[src/rtl/dither_pkg.sv]
// Shared definitions for the ordered-dither pipeline: mode encodings, the
// default 4x4 Bayer offset table and the saturate/quantise helper.
package dither_pkg;

    typedef enum logic [1:0] {
        DM_BYPASS   = 2'd0,
        DM_ORDERED  = 2'd1,
        DM_TEMPORAL = 2'd2,
        DM_RESERVED = 2'd3
    } dither_mode_t;

    // Bayer rank * 16 - 128, row-major {y, x}; a flat mid-grey lights half of each tile.
    localparam int BAYER4_OFF [16] = '{
        -128,    0,  -96,   32,
          64,  -64,   96,  -32,
         -80,   48, -112,   16,
         112,  -16,   80,  -48
    };

    function automatic logic [3:0] sat_quant(input int sum, input int in_bits, input int out_bits);
        int max_v;
        int sat;
        max_v = (1 << in_bits) - 1;
        if (sum < 0)
            sat = 0;
        else if (sum > max_v)
            sat = max_v;
        else
            sat = sum;
        sat = sat >> (in_bits - out_bits);
        return sat[3:0];
    endfunction

endpackage

[src/rtl/dither_lane.sv]
// One pixel lane: stage 1 registers the biased sum, stage 2 registers the
// saturated and quantised result. Both stages advance on the shared enable.
module dither_lane
    import dither_pkg::*;
#(
    parameter int IN_BITS  = 8,
    parameter int OUT_BITS = 1,
    parameter int BIAS     = 10,
    parameter int OW       = IN_BITS - OUT_BITS + 1
) (
    input  logic                clk,
    input  logic                rstn,
    input  logic                adv,
    input  logic                bypass,
    input  logic [IN_BITS-1:0]  value,
    input  logic [OW-1:0]       off,
    output logic [OUT_BITS-1:0] q
);

    localparam int SW = IN_BITS + 2;

    logic signed [SW-1:0] sum_d;
    logic signed [SW-1:0] sum_r;

    always_comb begin
        sum_d = $signed({2'b00, value});
        if (!bypass)
            sum_d = sum_d + SW'(BIAS) + SW'($signed(off));
    end

    always_ff @(posedge clk) begin
        if (!rstn) begin
            sum_r <= '0;
            q     <= '0;
        end else if (adv) begin
            sum_r <= sum_d;
            q     <= OUT_BITS'(sat_quant(int'(sum_r), IN_BITS, OUT_BITS));
        end
    end

endmodule

[src/rtl/ordered_dither_pipe.sv]
// Ordered-dither stage: tracks x/y/frame position, holds shadow and active
// threshold matrices, and drives LANES dither lanes behind a global stall.
module ordered_dither_pipe
    import dither_pkg::*;
#(
    parameter int LANES    = 4,
    parameter int IN_BITS  = 8,
    parameter int OUT_BITS = 1,
    parameter int MLOG2    = 2,
    parameter int BIAS     = 10,
    parameter int OW       = IN_BITS - OUT_BITS + 1
) (
    input  logic                      clk,
    input  logic                      rstn,
    input  logic [1:0]                mode,
    input  logic                      in_valid,
    output logic                      in_ready,
    input  logic                      in_sol,
    input  logic                      in_sof,
    input  logic [LANES*IN_BITS-1:0]  in_data,
    output logic                      out_valid,
    input  logic                      out_ready,
    output logic [LANES*OUT_BITS-1:0] out_data,
    input  logic                      cfg_we,
    input  logic [2*MLOG2-1:0]        cfg_addr,
    input  logic [OW-1:0]             cfg_wdata
);

    localparam int MSZ = 1 << (2 * MLOG2);
    localparam int XW  = 16;

    logic [OW-1:0]      shadow_m [MSZ];
    logic [OW-1:0]      active_m [MSZ];
    logic               s1_valid;
    logic               s2_valid;
    logic [XW-1:0]      xcnt;
    logic [XW-1:0]      ycnt;
    logic [2*MLOG2-1:0] fcnt;

    logic               accept;
    logic               sol_eff;
    logic               bypass;
    logic               temporal;
    logic [XW-1:0]      xpos;
    logic [XW-1:0]      ypos;
    logic [2*MLOG2-1:0] fpos;
    logic [MLOG2-1:0]   mx_rot;
    logic [MLOG2-1:0]   my_rot;

    assign in_ready  = !s2_valid || out_ready;
    assign accept    = in_valid && in_ready;
    assign out_valid = s2_valid;

    // The sof beat already belongs to the new frame: it sees the reset
    // position, the incremented frame count and the freshly copied matrix.
    always_comb begin
        sol_eff  = in_sol || in_sof;
        bypass   = (mode == DM_BYPASS);
        temporal = (mode == DM_TEMPORAL);
        xpos     = sol_eff ? '0 : xcnt;
        if (in_sof)
            ypos = '0;
        else if (in_sol)
            ypos = ycnt + 1'b1;
        else
            ypos = ycnt;
        fpos     = in_sof ? fcnt + 1'b1 : fcnt;
        mx_rot   = temporal ? fpos[MLOG2-1:0] : '0;
        my_rot   = temporal ? fpos[2*MLOG2-1:MLOG2] : '0;
    end

    for (genvar i = 0; i < LANES; i++) begin : g_lane
        logic [MLOG2-1:0] mx;
        logic [MLOG2-1:0] my;
        logic [OW-1:0]    off;

        assign mx  = MLOG2'(xpos + XW'(i)) + mx_rot;
        assign my  = MLOG2'(ypos) + my_rot;
        assign off = in_sof ? shadow_m[{my, mx}] : active_m[{my, mx}];

        dither_lane #(
            .IN_BITS  (IN_BITS),
            .OUT_BITS (OUT_BITS),
            .BIAS     (BIAS),
            .OW       (OW)
        ) u_lane (
            .clk    (clk),
            .rstn   (rstn),
            .adv    (in_ready),
            .bypass (bypass),
            .value  (in_data[(LANES-1-i)*IN_BITS +: IN_BITS]),
            .off    (off),
            .q      (out_data[(LANES-1-i)*OUT_BITS +: OUT_BITS])
        );
    end

    always_ff @(posedge clk) begin
        if (!rstn) begin
            s1_valid <= 1'b0;
            s2_valid <= 1'b0;
            xcnt     <= '0;
            ycnt     <= '0;
            fcnt     <= '0;
            for (int k = 0; k < MSZ; k++) begin
                shadow_m[k] <= '0;
                active_m[k] <= '0;
            end
        end else begin
            if (in_ready) begin
                s1_valid <= in_valid;
                s2_valid <= s1_valid;
            end
            if (accept) begin
                xcnt <= xpos + XW'(LANES);
                ycnt <= ypos;
                fcnt <= fpos;
                if (in_sof)
                    active_m <= shadow_m;
            end
            // Copy above reads the pre-write shadow, deferring a same-cycle write one frame.
            if (cfg_we)
                shadow_m[cfg_addr] <= cfg_wdata;
        end
    end

endmodule

[config.mk]
export PLATFORM = sky130hd
export DESIGN_NAME = ordered_dither_pipe
export DESIGN_NICKNAME = d
export VERILOG_FILES = /design/src/rtl/dither_pkg.sv /design/src/rtl/dither_lane.sv /design/src/rtl/ordered_dither_pipe.sv
export SDC_FILE = /design/constraint.sdc
export NUM_CORES = 1
export LEC_CHECK = 0
export ABC_AREA = 0
export BUFFER_PORTS_ARGS = -buffer_cell sky130_fd_sc_hd__buf_2
export CORE_UTILIZATION = 43
export DETAILED_ROUTE_END_ITERATION = 8
export GPL_TIMING_DRIVEN = 0
export PLACE_DENSITY_LB_ADDON = 0.1
export SLEW_MARGIN = 20
export SYNTH_ARGS = -nofsm -noshare
export SYNTH_HDL_FRONTEND = slang
export SYNTH_SLANG_ARGS = --single-unit
[constraint.sdc]
create_clock -name clk -period 6.35 [get_ports clk]
set_clock_uncertainty 0.15 [all_clocks]
set_input_delay 1.27 -clock clk [delete_from_list [all_inputs] [get_ports clk]]
set_output_delay 1.27 -clock clk [all_outputs]
set_load 0.005 [all_outputs]
Word-level counts from Yosys, hierarchy flattened

Index checks and enable logic that the tools add are counted.

Input port bits: 53
Output and inout port bits: 6
Logic and storage cells: 143
Register bits: 338

Equality and inequality tests: 1
Magnitude comparators: 14
$add $sub $neg: 19
Bitwise logic cells: 5
Multiplexer cells: 49
Reductions and logical operators: 9

Operator list:

| operator                                                    | number |
|---|---|
| binary-select mux 8 bit (select 4 bit)                      | 8 |
| 2-to-1 mux 8 bit                                            | 29 |
| bitwise mux 128 bit                                         | 1 |
| 2-to-1 mux 16 bit                                           | 3 |
| adder 10 x 8 -> 10 bit                                      | 4 |
| > comparator 10 x 9 -> 1 bit, second input constant         | 4 |
| less-than comparator 10 x 1 -> 1 bit, second input constant | 4 |
| 2-to-1 mux 10 bit                                           | 4 |
| adder 8 x 4 -> 9 bit, second input constant                 | 4 |
| demux 8 bit (select 4 bit)                                  | 1 |
| greater-or-equal comparator 5 bit, second input constant    | 5 |
| inverter 4 -> 5 bit                                         | 5 |
| adder 16 x 1 -> 16 bit, second input constant               | 1 |
| adder 16 x 3 -> 16 bit, second input constant               | 1 |
| adder 2 bit                                                 | 5 |
| less-than comparator 5 x 1 -> 1 bit, second input constant  | 1 |
| adder 2 bit, second input constant                          | 2 |
| adder 4 x 1 -> 4 bit, second input constant                 | 1 |
| 2-to-1 mux 2 bit                                            | 2 |
| 2-to-1 mux 4 bit                                            | 1 |
| AND reduction 2 bit                                         | 2 |
| adder 2 x 1 -> 2 bit, second input constant                 | 1 |
| equality test 2 bit, second input constant                  | 1 |
| logical AND 1 bit                                           | 2 |
| 4 further kinds                                             | 5 |

Longest topological paths before layout

Gate-level depths: netlist of run 1.

Word-level depth: 11
Depth in mapped cells: 27

By module

Synthesis of run 1 repeated with hierarchy kept, for this count alone.

Cells, all modules: 2112
Area total of the unflattened synthesis: 17500.5 um^2

Modules (own cells, without submodules):

| module              | cells each | area an instance (um^2) | sequential area each (um^2) | instances |
|---|---|---|---|---|
| ordered_dither_pipe | 1824       | 15073.2                 | 5325.1                      | 1 |
| dither_lane         | 72         | 606.8                   | 80.1                        | 4 |

Least setup slack after synthesis of run 1

No wires, ideal clock.

Path type: input-to-reg
Start: in in_sof
End: reg g_lane[3].u_lane.sum_r[8]
Buffers on the path: 5
Cell stages on the path: 22
Setup time: 128 ps
Arrival time: 6089 ps
Setup slack: -18 ps
Required time: 6072 ps
Cells stage by stage: buf_2 > buf_1 > xor2_1 > nand2_1 > ha_1 > buf_4 > buf_2 > buf_1 > mux4_2 > mux4_2 > o21a_1 > ha_1 > fa_1 > a21o_1 > a21oi_1 > nor2_1 > o21a_1 > o21ai_0 > nand2b_1 > a21oi_1 > xor2_1 > o21ai_0

Word-level cells in the longest chain between the ends: 11

RTL lines:

| what                                                | RTL line                  | RTL |
|---|---|---|
| start: declaration                                  | ordered_dither_pipe.sv:19 | `input logic in_sof,` |
| logical OR 1 bit                                    | ordered_dither_pipe.sv:57 | `sol_eff = in_sol \|\| in_sof;` |
| 2-to-1 mux 16 bit                                   | ordered_dither_pipe.sv:60 | `xpos = sol_eff ? '0 : xcnt;` |
| adder 2 bit (2 in a row)                            | ordered_dither_pipe.sv:77 | `assign mx = MLOG2'(xpos + XW'(i)) + mx_rot;` |
| inverter 4 -> 5 bit (not written as such)           | ordered_dither_pipe.sv:79 | `assign off = in_sof ? shadow_m[{my, mx}] : active_m[{my, mx}];` |
| binary-select mux 8 bit (select 4 bit)              | ordered_dither_pipe.sv:79 |  |
| 2-to-1 mux 8 bit (not written as such) (2 in a row) | ordered_dither_pipe.sv:79 |  |
| 2-to-1 mux 8 bit (*)                                | ordered_dither_pipe.sv:79 |  |
| adder 10 x 8 -> 10 bit (*)                          | dither_lane.sv:28         | `sum_d = sum_d + SW'(BIAS) + SW'($signed(off));` |
| 2-to-1 mux 10 bit (*)                               | dither_lane.sv:27         | `if (!bypass)` |
| end signal: assignment                              | dither_lane.sv:36         | `sum_r <= sum_d;` |
| end: declaration                                    | dither_lane.sv:23         | `logic signed [SW-1:0] sum_r;` |

Every way passes the cells marked *; elsewhere a longest branch is shown, timed or not. The select of a mux whose other input is x is not followed.
A chain may end at the register's enable or synchronous reset.

Final worst setup path of run 1

Same ends and word-level chain as after synthesis.

==> results.txt, run 1 <==
The run finished with clean final reports. The initial antenna violation count is 1. The share of synthesized flip-flops with an asynchronous set or reset is 0%.

The number of remaining DRC errors is 0. The worst register-to-register path begins at fcnt[0]. The worst IR drop on VDD came out at roughly 0.00016 V. Based on the critical path, the design can be clocked at up to ~0.16 GHz. Across every metal layer, demand over resource in global routing totals between 30% and 40%. The worst register-to-register path ends at g_lane[3].u_lane.sum_r[8]. The worst-path maximum fanout came out at 10. The total routed wirelength came out at ~81 mm. Once the floorplan was initialized, standard cells occupied roughly 44% of the core. Summed over all instances, the cell type with the most area after synthesis is sky130_fd_sc_hd__mux4_2.

The setup TNS after final layout is 0 ns. The via count is roughly 17000. Yosys mapped a number of flops with a built-in enable equal to 0. The cell area power density is just over 200 mW/mm^2. Leaving out fill and tap cells, the most frequent cell in the layout is sky130_fd_sc_hd__nand2_1. The number of buffers inserted during clock tree synthesis is 35. The count of hold buffers inserted by post-cts repair came out at 0.

The ratio of routed vias to standard cells is about 6.4. The endpoint class of the critical path is a flip-flop. The clock slew seen by the registers of the worst setup and hold paths is about 0.05 ns. The final HPWL from detailed placement is 64.3 mm. The tool flagged a number of max-cap violations equal to 0.

For the worst-skew pair, the clock arrives at the later sink with an insertion delay of around 0.55 ns. Counting instances, the worst hold path has a depth of 2. The DRC violation total after the first TritonRoute iteration is around 2300.

Clock tree synthesis selected as its root buffer the cell sky130_fd_sc_hd__clkbuf_16. The die boundary height is ~220 um. Setup repair after global routing left no endpoint under its margin. The number of levels the H-tree was split into is 2. The count of nets left with antenna violations after detail routing came out at 0. The required time reported for the critical path endpoint is 6.61 ns.

The minimum clock period after layout came out at about 6.2 ns. In this run the tightest slew margin relative to its limit is 21.2%. The placed instance count came out at ~2600. For the pin with the worst max-slew slack, the measured transition is around 1.2 ns. The number of cells on the worst reg-to-reg path is 20. Setup violations remaining at the end of the flow were counted as 0. The placed cell area came out at roughly 0.022 sq mm. The post-synthesis sequential element count is ~280. The total of buffers placed on input and output ports came out at 55.

The core region area came out at 0.0477 sq mm. The maximum clock path buffer count is 3. The floorplan has 80 rows.

The detailed-router iteration count before antenna repair came out at 5. The slack of the worst reg-to-reg path came out at 1.02 ns. The post-synthesis instance area is roughly 0.021 sq mm. The tightest hold margin is roughly 0.29 ns. The share of Yosys cell area claimed by the top area cell type came out at between 20 and 30%. The final non-filler cell area came out at between 0.02 and 0.025 sq mm. The post-layout net count came out at around 2200. The share of post-route cells with drive strength above 1 came out at between 20 and 25%.

The share of the clock period used by the worst path after layout came out at 97.0%. TritonCTS built the clock tree. The total count of hold-check failures in the final report is 0. Sequential cells were found to cover a little over a quarter of the synthesized design area.

The most used flip-flop cell after synthesis is sky130_fd_sc_hd__dfxtp_1. The count of final max-slew check failures is 0. The layout overhead on the synthesized area is 12.6%.

The average instance in the mapped netlist occupies about 11 sq um. The final weighted congestion in routability-driven placement is approximately 1.0. The data arrival time of the critical path came out at 6.42 ns. The worst setup path is of the in2reg kind.

The synthesis warning total came out at 0. The maximum number of pins on one net before global-route repair is 14. Sorting the synthesized cells by area gives the leading types as sky130_fd_sc_hd__mux4_2 28%, sky130_fd_sc_hd__dfxtp_1 27%, sky130_fd_sc_hd__mux2i_1 9.5%, sky130_fd_sc_hd__nand2_1 5.9%, sky130_fd_sc_hd__a21boi_0 4.8%.

The filler cell count came out at ~4400. For hold timing, the worst endpoint is g_lane[0].u_lane.sum_r[9]. The net count of the mapped netlist is between 2000 and 2500. The routed length per instance is ~30 um.

STA classifies the critical path startpoint as an input pin. In the layout the commonest cells are 327 x sky130_fd_sc_hd__nand2_1, 282 x sky130_fd_sc_hd__dfxtp_1, 263 x sky130_fd_sc_hd__mux4_2. The netlist uses 70 different library cells. The worst hold path begins at g_lane[0].u_lane.sum_r[9]. The min-delay analysis places its worst path in the category reg2reg. The total grt overflow is 0. The via count of the first global-routing pass is about 16000. The sink count of the clock tree came out at approximately 280.

The first-pass GRT wire length is 116 mm. The I/O pin count came out at 59. The die covers roughly 0.05 sq mm.

The reported leakage power is roughly 8.5 nW. The number of cells in the finished layout apart from fillers is ~2700. The number of instances in the synthesized netlist is about 2000. The floorplan die width is ~220 um.
==> logic make-up after synthesis <==
kind of cell	Yosys count	synth area share (%)
compound gates	343	11.6
xor+xnor	43	2.30
fa+ha+maj	48	3.03
buf+inv	195	4.32
flops	282	27.1
mux	470	38.5
simple gates	589	13.2
==> final cells by class <==
class / instances / area [sq um] / share of cell area, %
Clock inverter: 14 / 228 / 0.972
Tap cell: 615 / 769 / 3.28
Buffer: 176 / 1000 / 4.28
Timing Repair Buffer: 66 / 383 / 1.63
Multi-Input combinational cell: 1493 / 14300 / 61.1
Inverter: 16 / 60.1 / 0.256
Clock buffer: 48 / 1020 / 4.34
Antenna cell: 1 / 2.50 / 0.0107
Sequential cell: 282 / 5650 / 24.1
==> flip-flops by register name, summed over array words and instances, names as in the netlist <==
signal	flops
g_lane.u_lane.sum_r	12
fcnt	4
xcnt	2
out_valid	1
s1_valid	1
ycnt	2
g_lane.u_lane.q	4
shadow_m	128
active_m	128
==> worst max-delay path by stage <==
stage,depth (start not counted),to,slack (ns),start
after global routing,25,g_lane[0].u_lane.sum_r[8],0.007,in_sof
after CTS,23,g_lane[3].u_lane.sum_r[8],0.01,in_sof
after detailed placement,25,g_lane[0].u_lane.sum_r[8],-1.76,in_sof
final,23,g_lane[3].u_lane.sum_r[8],0.19,in_sof
after floorplan,24,g_lane[0].u_lane.sum_r[8],0.07,in_sof
after global placement,25,g_lane[1].u_lane.sum_r[8],-1.76,in_sof
==> metal layers <==
layer	track usage, %	vias to the layer above	share of wire [%]
met5	0	-	0
met4	12.7	0	4.0
met3	6.15	139	10
met2	50.6	1020	45
met1	45.7	8691	41
li1	-	7540	-
==> where the power goes <==
part,switching [mW],leakage (nW),internal [mW]
Combinational,0.445,5.64,0.324
Sequential,0.0396,2.28,1.80
Clock,0.816,0.604,1.37
Total,1.30,8.52,3.49
==> timing repair <==
item | in CTS | in global routing
endpoints found under the hold margin | 0 | 0
endpoints found under the setup margin | 12 | 12
gates resized for setup | 51 | 49
setup buffers | 5 | 6
pin swaps | 3 | 4
==> cell usage after synthesis, types with 5 or more instances <==
master / n
sky130_fd_sc_hd__nand2_1: 327
sky130_fd_sc_hd__mux2i_1: 197
sky130_fd_sc_hd__mux4_2: 263
sky130_fd_sc_hd__nand4_1: 10
sky130_fd_sc_hd__buf_1: 13
sky130_fd_sc_hd__o21a_1: 37
sky130_fd_sc_hd__clkbuf_1: 112
sky130_fd_sc_hd__inv_1: 14
sky130_fd_sc_hd__xor2_1: 11
sky130_fd_sc_hd__nand2b_1: 12
sky130_fd_sc_hd__buf_4: 21
sky130_fd_sc_hd__nand3_1: 10
sky130_fd_sc_hd__dfxtp_1: 282
sky130_fd_sc_hd__xnor2_4: 5
sky130_fd_sc_hd__a21boi_0: 133
sky130_fd_sc_hd__nor2_1: 51
sky130_fd_sc_hd__buf_2: 25
sky130_fd_sc_hd__o21ai_0: 40
sky130_fd_sc_hd__xnor2_1: 26
sky130_fd_sc_hd__mux2_2: 10
sky130_fd_sc_hd__nand3b_1: 5
sky130_fd_sc_hd__a211oi_1: 6
sky130_fd_sc_hd__a21oi_1: 47
sky130_fd_sc_hd__a22oi_1: 29
sky130_fd_sc_hd__buf_6: 7
sky130_fd_sc_hd__ha_1: 44
sky130_fd_sc_hd__nor3_1: 12
sky130_fd_sc_hd__nor2b_1: 137
sky130_fd_sc_hd__a21o_1: 8
==> through the flow <==
step / setup WS [ns] / power (mW) / util [%]
6_report: 0.193 / 4.79 / 49.1
5_1_grt: 0.00687 / 4.93 / 49.1
4_1_cts: 0.0117 / 4.80 / 48.7
3_5_place_dp: -1.76 / 2.61 / 45.8
3_3_place_gp: -1.76 / 2.60 / 45.8
2_1_floorplan: 0.0660 / 2.37 / -
==> critical path, stage by stage <==
cell and delay (ns):
sky130_fd_sc_hd__buf_2 0.15, sky130_fd_sc_hd__buf_4 0.23, sky130_fd_sc_hd__buf_6 0.18, sky130_fd_sc_hd__xor2_1 0.16
sky130_fd_sc_hd__nand2_1 0.12, sky130_fd_sc_hd__ha_4 0.37, sky130_fd_sc_hd__buf_4 0.24, sky130_fd_sc_hd__buf_6 0.21
sky130_fd_sc_hd__buf_6 0.23, sky130_fd_sc_hd__mux4_2 0.59, sky130_fd_sc_hd__mux4_2 0.57, sky130_fd_sc_hd__o21a_1 0.22
sky130_fd_sc_hd__ha_1 0.21, sky130_fd_sc_hd__fa_1 0.36, sky130_fd_sc_hd__a21o_1 0.18, sky130_fd_sc_hd__a21oi_1 0.14
sky130_fd_sc_hd__nor2_1 0.05, sky130_fd_sc_hd__o21a_1 0.16, sky130_fd_sc_hd__o21ai_0 0.14, sky130_fd_sc_hd__nand2b_1 0.16
sky130_fd_sc_hd__a21oi_1 0.20, sky130_fd_sc_hd__xor2_1 0.16, sky130_fd_sc_hd__o21ai_0 0.08
Power figures use the tool's default switching activity.
==> run 2: changes to the inputs <==
- clock period: 6.35 -> 7.6 ns (I/O delays scaled with it)
==> results.txt, run 2 (synthesized netlist as in run 1, its figures left out) <==
The routed length per instance came out at 30.0 um (was 29.9 um). The antenna cell count came out at 0 (was 1). The worst-path maximum fanout is 10 (unchanged).

The worst IR drop on VDD came to 0.000129 V (was 0.000155 V). The post-layout net count came out at 2161 (was 2171). The first-pass GRT wire length is 117 mm (was 116 mm).

The data arrival time of the critical path is 7.60 ns (was 6.42 ns). The placed instance count is 2640 (unchanged). The worst-case setup margin in the final layout is 0.267 ns (was 0.193 ns). The minimum clock period after layout is between 7 and 8 ns. The DRC violation total after the first TritonRoute iteration is 2196 (was 2254). The floorplan die width is 222 um (unchanged). The final non-filler cell area came out at 0.0230 sq mm (was 0.0234 sq mm). The final HPWL from detailed placement was 64.5 mm (was 64.3 mm). The actual slew at the worst max-slew pin is 1.20 ns (was 1.18 ns).

The count of nets left with antenna violations after detail routing is 0 (unchanged). The die boundary height came out at 222 um (unchanged). The most frequent standard cell in the layout excluding fill and tap cells was sky130_fd_sc_hd__nand2_1 (unchanged). The maximum clock rate came out at between 0.1 and 0.15 GHz. The worst slack at placement is -0.764 ns (was -1.76 ns). The total routed wirelength came out at 81.1 mm (about the same). The endpoint class of the critical path is a flip-flop (unchanged). Largest registers: active_m (128), shadow_m (128), g_lane.u_lane.sum_r (12) (unchanged). The required time reported for the critical path endpoint is 7.87 ns (was 6.61 ns).

The share of the clock period used by the worst path after layout came out at a little over nine tenths. The detailed-router iteration count before antenna repair came out at 6 (was 5). The share of post-route cells with drive strength above 1 came to 22.6% (was 24.2%). The start-to-end type of the worst setup path is in2reg (unchanged). The filler cell count was 4525 (was 4426). The sink count of the clock tree is 282 (unchanged). The count of hold buffers inserted by post-cts repair is 0 (unchanged). The die area came to 0.0493 sq mm (unchanged). The ratio of routed vias to standard cells is 6.42 (was 6.41). The core region area was 0.0477 sq mm (unchanged).

The maximum clock path buffer count came out at 3 (unchanged). The site row count is 80 (unchanged). The most used cell along the critical path was sky130_fd_sc_hd__buf_2 (was sky130_fd_sc_hd__buf_6). The clock tree from TritonCTS is built (unchanged). The total grt overflow is 0 (unchanged).

The aggregate global-route resource usage is 33.1% (was 32.8%). The via count came out at 17300 (was 17400). The total of buffers placed on input and output ports was 55 (unchanged).

The remaining max-slew budget at the tightest pin is 19.7% (was 21.2%). Most frequent cells in the layout: 327 x sky130_fd_sc_hd__nand2_1, 282 x sky130_fd_sc_hd__dfxtp_1, 263 x sky130_fd_sc_hd__mux4_2 (unchanged). The maximum number of pins on one net before global-route repair was 13 (was 14). The number of gates resized after CTS is 8 (was 51).

Unrepaired setup endpoints after global routing: no (unchanged). The reported leakage power was 8.35 nW (was 8.52 nW). The cell area power density came out at 166 mW/mm^2 (was 204 mW/mm^2). Result of the run: finished clean (unchanged). The number of levels the H-tree was split into was 2 (unchanged). The path type of the worst min-delay path is reg2reg (unchanged). The worst stage delay on the critical path came out at 0.78 ns (was 0.59 ns). The utilization after layout was 48.2% (was 49.1%).

The starting density of the core came out at 43.6% (unchanged). The total count of hold-check failures in the final report is 0 (unchanged). The via count of the first global-routing pass is 16300 (was 16200). The final setup violation count came out at 0 (unchanged). The number of cells in the finished layout apart from fillers came out at 2698 (was 2711). The clock slew seen by the registers of the worst setup and hold paths is 0.06 ns (was 0.05 ns). Critical Path, Cell by Cell: buf_2, buf_2, clkbuf_2, xor2_1, nand2_1, ha_1, inv_2, buf_2, buf_2, clkbuf_1, mux4_2, mux4_2, o21a_1, ha_1, nand2_1, o21ai_0, o21a_1, o21a_1, nor2_1, o21ai_0, xor2_1, o21ai_1 (was buf_2, buf_4, buf_6, xor2_1, nand2_1, ha_4, buf_4, buf_6, buf_6, mux4_2, mux4_2, o21a_1, ha_1, fa_1, a21o_1, a21oi_1, nor2_1, o21a_1, o21ai_0, nand2b_1, a21oi_1, xor2_1, o21ai_0). The placed cell area is 0.0219 sq mm (about the same).

The post-CTS setup buffer count was 0 (was 5). The root buffer cell was sky130_fd_sc_hd__clkbuf_16 (unchanged). The library cell contributing the largest single delay on the critical path was sky130_fd_sc_hd__clkbuf_1 (was sky130_fd_sc_hd__mux4_2). The clock insertion delay at the later pin of the skew report is 0.54 ns (was 0.55 ns). The layout overhead on the synthesized area came out at 10.6% (was 12.6%). The number of remaining DRC errors is 0 (unchanged). The max-cap check violation count is 0 (unchanged). The initial antenna violation count came to 6 (was 1). The number of buffers inserted during clock tree synthesis is 34 (was 35). The count of final max-slew check failures came to 0 (unchanged). The I/O pin count came out at 59 (unchanged). The final weighted congestion in routability-driven placement is 1.07 (was 1.02). The critical path startpoint category is an input pin (unchanged).
==> run 2: cell types whose count changed in the layout (fill, tap and decap cells not counted), sizes merged, moves of 2 or more <==
cell	before	now
buf	127	116
bufinv	6	2
clkdlybuf4s15	0	2
clkinvlp	3	1
==> run 2: routing by layer <==
| layer | global-route usage [%] | wire, um |
|---|---|---|
| met3 | 6.81 | 8520 |
| met1 | 46.0 | 33200 |
| met5 | 0 | 0 |
| met4 | 11.5 | 2960 |
| met2 | 51.0 | 36400 |
==> run 2: final cells by class <==
type	count	area, sq um	share of cell area (%)
multi-input combinational	1493	14300	62.0
inverter	16	60.1	0.261
sequential	282	5650	24.5
timing repair buffer	55	275	1.20
buffer	178	861	3.74
tap	615	769	3.34
clock inverter	10	110	0.478
clock buffer	49	1020	4.44
==> run 2: path summary, 6_finish.rpt <==
check	start	end	slack [ns]	cells after the start
max	in_sof	g_lane[3].u_lane.sum_r[9]	0.27	22
min	g_lane[0].u_lane.sum_r[9]	g_lane[0].u_lane.sum_r[9]	0.30	2
max reg2reg	fcnt[0]	g_lane[3].u_lane.sum_r[9]	1.60	19
min reg2reg	g_lane[0].u_lane.sum_r[9]	g_lane[0].u_lane.sum_r[9]	0.30	2
==> run 2: critical path, delay by kind of cell <==
kind                       cells  cell delay [ns]
buffers and inverters          7             2.62
muxes                          2             0.97
AOI/OAI and AO/OA              6             0.89
adders and majority gates      2             0.75
and+or+nand+nor                3             0.44
xor gates and xnor gates       2             0.37
==> run 2: through the flow <==
step | TNS, ns | hold slack [ns] | total power [mW]
floorplan | 0 | 0.276 | 1.98
global placement | -5.66 | 0.288 | 2.17
detailed placement | -6.48 | 0.293 | 2.18
CTS | 0 | 0.303 | 3.84
global route | 0 | 0.312 | 3.95
finish | 0 | 0.301 | 3.82
==> run 2: report_power, final <==
| group | switching (mW) | leakage [nW] | internal [mW] |
|---|---|---|---|
| clock network | 0.660 | 0.557 | 1.00 |
| logic | 0.368 | 5.51 | 0.255 |
| registers | 0.0336 | 2.28 | 1.50 |
| total | 1.06 | 8.35 | 2.76 |
